`src/rtl/bla_serial_subtractor_pkg.sv`:
```
// Shared definitions for the serial borrow-lookahead subtractor: group width,
// FSM states and the group counter width helper.
package bla_serial_subtractor_pkg;

  localparam int GROUP_W = 4;

  typedef enum logic [1:0] {
    ST_IDLE = 2'd0,
    ST_RUN  = 2'd1,
    ST_DONE = 2'd2
  } state_e;

  // Counter must be at least one bit even when there is a single group.
  function automatic int cnt_width(input int n);
    return (n > 1) ? $clog2(n) : 1;
  endfunction

endpackage

```
`src/rtl/bla_serial_subtractor_group.sv`:
```
// Combinational 4-bit borrow-lookahead group: per-bit difference plus group
// borrow generate (D), propagate (Q) and borrow-out.
module bla_group
  import bla_serial_subtractor_pkg::*;
(
  input  logic [GROUP_W-1:0] a_i,
  input  logic [GROUP_W-1:0] b_i,
  input  logic               bin_i,
  output logic [GROUP_W-1:0] diff_o,
  output logic               d_o,
  output logic               q_o,
  output logic               bout_o
);

  logic [GROUP_W-1:0] d;
  logic [GROUP_W-1:0] q;
  logic [GROUP_W:0]   brw;

  assign d = ~a_i & b_i;
  assign q = ~(a_i ^ b_i);

  // Internal borrows are expanded in lookahead form rather than rippled.
  assign brw[0] = bin_i;
  assign brw[1] = d[0] | (q[0] & bin_i);
  assign brw[2] = d[1] | (q[1] & d[0]) | (q[1] & q[0] & bin_i);
  assign brw[3] = d[2] | (q[2] & d[1]) | (q[2] & q[1] & d[0])
                | (q[2] & q[1] & q[0] & bin_i);

  assign d_o    = d[3] | (q[3] & (d[2] | (q[2] & (d[1] | (q[1] & d[0])))));
  assign q_o    = &q;
  assign brw[4] = d_o | (q_o & bin_i);
  assign bout_o = brw[4];

  assign diff_o = a_i ^ b_i ^ brw[GROUP_W-1:0];

endmodule

```
`src/rtl/bla_serial_subtractor.sv`:
```
// Serial subtractor: a - b - bin computed one 4-bit group per clock through a
// single time-multiplexed borrow-lookahead group, with valid/ready on both sides.
//
// state | meaning
// IDLE  | ready for operands, in_ready_o high
// RUN   | processing group k_q, one group per cycle
// DONE  | result valid, held until out_ready_i
module bla_serial_subtractor
  import bla_serial_subtractor_pkg::*;
#(
  parameter int WIDTH = 16
) (
  input  logic             clk_i,
  input  logic             rst_i,
  input  logic             in_valid_i,
  output logic             in_ready_o,
  input  logic [WIDTH-1:0] a_i,
  input  logic [WIDTH-1:0] b_i,
  input  logic             bin_i,
  output logic             out_valid_o,
  input  logic             out_ready_i,
  output logic [WIDTH-1:0] diff_o,
  output logic             bout_o,
  output logic             ovf_o
);

  localparam int N  = WIDTH / GROUP_W;
  localparam int KW = cnt_width(N);
  localparam int IW = KW + 2;

  state_e           state_q, state_d;
  logic [KW-1:0]    k_q, k_d;
  logic [WIDTH-1:0] a_q, a_d;
  logic [WIDTH-1:0] b_q, b_d;
  logic             borrow_q, borrow_d;
  logic [WIDTH-1:0] diff_q, diff_d;
  logic             bout_q, bout_d;
  logic             ovf_q, ovf_d;

  logic [IW-1:0]      base;
  logic [GROUP_W-1:0] grp_a, grp_b, grp_diff;
  logic               grp_d, grp_q, grp_bout;

  assign base  = {k_q, 2'b00};
  assign grp_a = a_q[base +: GROUP_W];
  assign grp_b = b_q[base +: GROUP_W];

  bla_group u_group (
    .a_i    (grp_a),
    .b_i    (grp_b),
    .bin_i  (borrow_q),
    .diff_o (grp_diff),
    .d_o    (grp_d),
    .q_o    (grp_q),
    .bout_o (grp_bout)
  );

  always_ff @(posedge clk_i or posedge rst_i) begin
    if (rst_i) begin
      state_q  <= ST_IDLE;
      k_q      <= '0;
      a_q      <= '0;
      b_q      <= '0;
      borrow_q <= 1'b0;
      diff_q   <= '0;
      bout_q   <= 1'b0;
      ovf_q    <= 1'b0;
    end else begin
      state_q  <= state_d;
      k_q      <= k_d;
      a_q      <= a_d;
      b_q      <= b_d;
      borrow_q <= borrow_d;
      diff_q   <= diff_d;
      bout_q   <= bout_d;
      ovf_q    <= ovf_d;
    end
  end

  always_comb begin
    state_d  = state_q;
    k_d      = k_q;
    a_d      = a_q;
    b_d      = b_q;
    borrow_d = borrow_q;
    diff_d   = diff_q;
    bout_d   = bout_q;
    ovf_d    = ovf_q;
    unique case (state_q)
      ST_IDLE: begin
        if (in_valid_i) begin
          a_d      = a_i;
          b_d      = b_i;
          borrow_d = bin_i;
          k_d      = '0;
          state_d  = ST_RUN;
        end
      end
      ST_RUN: begin
        diff_d[base +: GROUP_W] = grp_diff;
        borrow_d = grp_d | (grp_q & borrow_q);
        if (k_q == KW'(N - 1)) begin
          bout_d  = grp_bout;
          ovf_d   = (a_q[WIDTH-1] ^ b_q[WIDTH-1]) & (grp_diff[GROUP_W-1] ^ a_q[WIDTH-1]);
          k_d     = '0;
          state_d = ST_DONE;
        end else begin
          k_d = k_q + KW'(1);
        end
      end
      ST_DONE: begin
        if (out_ready_i) state_d = ST_IDLE;
      end
      default: state_d = ST_IDLE;
    endcase
  end

  assign in_ready_o  = (state_q == ST_IDLE);
  assign out_valid_o = (state_q == ST_DONE);
  assign diff_o      = diff_q;
  assign bout_o      = bout_q;
  assign ovf_o       = ovf_q;

endmodule

```
`config.mk`:
```
export PLATFORM = sky130hd
export DESIGN_NAME = bla_serial_subtractor
export DESIGN_NICKNAME = d
export VERILOG_FILES = /design/src/rtl/bla_serial_subtractor_pkg.sv /design/src/rtl/bla_serial_subtractor_group.sv /design/src/rtl/bla_serial_subtractor.sv
export SDC_FILE = /design/constraint.sdc
export NUM_CORES = 1
export LEC_CHECK = 0
export ABC_AREA = 0
export CORE_MARGIN = 8
export CORE_UTILIZATION = 47
export CTS_BUF_LIST = sky130_fd_sc_hd__clkbuf_8
export DETAILED_ROUTE_END_ITERATION = 7
export GPL_TIMING_DRIVEN = 0
export PLACE_DENSITY = 0.78
export SYNTH_ARGS = -nofsm -noshare
export SYNTH_HDL_FRONTEND = slang
export SYNTH_SLANG_ARGS = --single-unit
```
`constraint.sdc`:
```
create_clock -name clk_i -period 2.8 [get_ports clk_i]
set_input_delay 0.28 -clock clk_i [delete_from_list [all_inputs] [get_ports clk_i]]
set_output_delay 0.28 -clock clk_i [all_outputs]
set_load 0.02 [all_outputs]
```
==> impl_metrics.tcl <==
set metrics [dict create \
    hold_violations 0 \
    ant_nets 0 \
    p_per_area_nw_per_um2 1280 \
    syn_inst 204 \
    antenna_found_initial 0 \
    cts.htree.levels 2 \
    rrSetupSlack_ns 0.16 \
    cts_sinks 55 \
    clockBufferDepth 2 \
    cp_cell_sequence "buf_4, mux4_2, inv_1, ha_1, a21o_1, and4_1, or4_1, nand3_1" \
    ys.flop_type "dfrtp_1" \
    required_ns 3.05 \
    yosysWarnings 0 \
    rsz0062_at_grt "false" \
    place.port_buffers 56 \
    diodes 0 \
    fin_area_um2 3450 \
    via_per_inst 5.38 \
    die_width_um 90.8 \
    worstHoldPathType "input port to asynchronous set/reset pin" \
    max_stage_delay_ns 0.53 \
    drive_gt1_share_pct 23.7 \
    gp_congestion 0.828 \
    worstPathMaxFanout 10 \
    cts_buffers 5 \
    tightest_slew_ns 0.532 \
    syn_area_um2 2630 \
    status "finished clean" \
    num_vias 1841 \
    dpl_cell_area_um2 3300 \
    max_freq_mhz 378 \
    die_h_um 90.8 \
    r2r_start "k_q[0]" \
    ys_types 38 \
    post-route-period-util_pct 94.4 \
    synth_area_per_cell_um2 12.9 \
    drtIter0Drc 51 \
    cp-startpoint "k_q[0]" \
    synth.top_cells.by_area "dfrtp_1 52%, mux2_2 14%, mux4_2 6.9%" \
    start_kind "flip-flop" \
    clkLatencyLatePin_ns 0.31 \
    path_clk_slew_ns 0.10 \
    grtUsageTotal_pct 13.8 \
    ir_worst_vdd_v 0.000607 \
    setup_viol 0 \
    synth_edf_count 0 \
    yosys.area.top_type "dfrtp_1" \
    synth_top_area_share_pct 52.4 \
    ys_seq_area_share_pct 52.4 \
    finalMaxSlewViolations 0 \
    grt_pass1_wl_um 9250 \
    cp.arrival_ns 2.89 \
    dp_hpwl_um 4250 \
    worstRegToRegCells 8 \
    post_drt_wl_per_cell_um 16.4 \
    post-route-util_pct 63.4 \
    num_rows 27 \
    drt-total-wl_um 5610 \
    skew_ns 0.00483 \
    drcViolationCount 0 \
    cap_violations 0 \
    io_pins 57 \
    grt_pass1_vias 2028 \
    slew_headroom_pct 64.5 \
    grt_max_degree 33 \
    final_nets 317 \
    async_reset_ff_share_pct 100 \
    worstSetupEndpointType "flip-flop" \
    grt-ovfl-total 0 \
    die_area_um2 8240 \
    post-route-min-period_ns 2.64 \
    syn-num-nets 252 \
    cts_tree "done" \
    core_um2 5440 \
    drtPass1Iterations 4 \
    r2r-end "ovf_o" \
    criticalPathCategory "flip-flop to flip-flop" \
    power.leakage_nw 1.49 \
    cp_slowest_cell "mux4_2" \
    tns_ns 0 \
    synth-seq-cells 55 \
    start_util_pct 48.3 \
    syn2layout_area_growth_pct 31.2 \
    root_buffer "clkbuf_8" \
]
## metrics by stage
stage	hold WS (ns)	cells	worst slack, ns	total power, mW
floorplan	0.432	204	0.132	3.04
global placement	0.464	332	-0.340	3.70
detailed placement	0.471	333	-0.451	3.80
CTS	0.339	342	0.0151	4.45
global route	0.365	342	0.0841	4.71
finish	0.321	342	0.158	4.41
## synthesized netlist by cell type (3+ instances only)
library cell and instances:
o31ai_1 5, nand2b_1 3, dfrtp_1 55, mux2_2 32
buf_2 5, ha_1 10, nor2_1 6, nand2_1 24
inv_1 7, o21ai_0 11, o41ai_1 5, mux4_2 8
## per-layer routing
metal / global-route usage (%) / routed length [um] / part of all wire, % / vias to the layer above
li1: - / - / - / 863
met1: 15.7 / 2370 / 42 / 934
met2: 24.0 / 2900 / 52 / 38
met3: 4.49 / 285 / 5.1 / 6
met4: 4.50 / 56 / 1.0 / 0
met5: 0 / 0 / 0 / -
## repair_timing
item,in CTS,in global routing
resized for setup,3,2
setup buffers,1,0
setup endpoints to repair,12,5
hold buffers,0,0
## state kept, by name, indices dropped and copies added, names as in the netlist
register / cells
bout_o: 1
a_q: 16
ovf_o: 1
borrow_q: 1
b_q: 16
k_q: 2
diff_o: 16
state_q: 2
## worst max-delay path: cells and delay by family, from the launching register on
kind / cells / cell delay [ns]
AOI/OAI and AO/OA: 1 / 0.20
DFF: 1 / 0.39
and+or+nand+nor: 3 / 0.87
buffers and inverters: 2 / 0.34
muxes: 1 / 0.53
adders and majority gates: 1 / 0.26
## kinds of logic (layout without fill, tap and decap cells)
kind of cell / Yosys count / count (layout) / share of synthesized area [%]
AOI/OAI and AO/OA: 29 / 29 / 7.38
xor gates and xnor gates: 2 / 2 / 0.666
adders and majority gates: 11 / 11 / 5.52
buffers and inverters: 15 / 81 / 2.67
DFF: 55 / 55 / 52.4
muxes: 40 / 40 / 20.6
and+or+nand+nor: 52 / 52 / 10.9
## layout by cell type (no fill, tap or decap), types with 3 or more instances in the layout
cell type        instances
buf_2                    4
clkbuf_8                 5
clkdlybuf4s50_1         56
dfrtp_1                 54
ha_1                    10
inv_1                    7
mux2_2                  32
mux4_2                   8
nand2_1                 24
nand2b_1                 3
nor2_1                   6
o21ai_0                 11
o31ai_1                  5
o41ai_1                  5
## where the power goes
part	switching, mW	total (mW)	internal [mW]
Clock	0.256	0.610	0.354
Combinational	1.31	2.44	1.14
Sequential	0.212	1.36	1.15
## layout make-up
| cell class | instances | area (um^2) |
|---|---|---|
| Clock buffer | 5 | 68.8 |
| Tap cell | 72 | 90.1 |
| Sequential cell | 55 | 1380 |
| Buffer | 8 | 47.5 |
| Clock inverter | 3 | 63.8 |
| Inverter | 7 | 26.3 |
| Multi-Input combinational cell | 134 | 1190 |
| Timing Repair Buffer | 58 | 588 |
| Fill cell | 425 | 1990 |
## worst max-delay path by stage
stage,endpoint,slack [ns],depth (start not counted)
finish,ovf_o,0.16,8
global route,ovf_o,0.08,8
CTS,ovf_o,0.02,8
detailed placement,diff_o[3],-0.45,7
global placement,diff_o[3],-0.34,8
floorplan,ovf_o,0.13,8
Power figures use the tool's default switching activity.
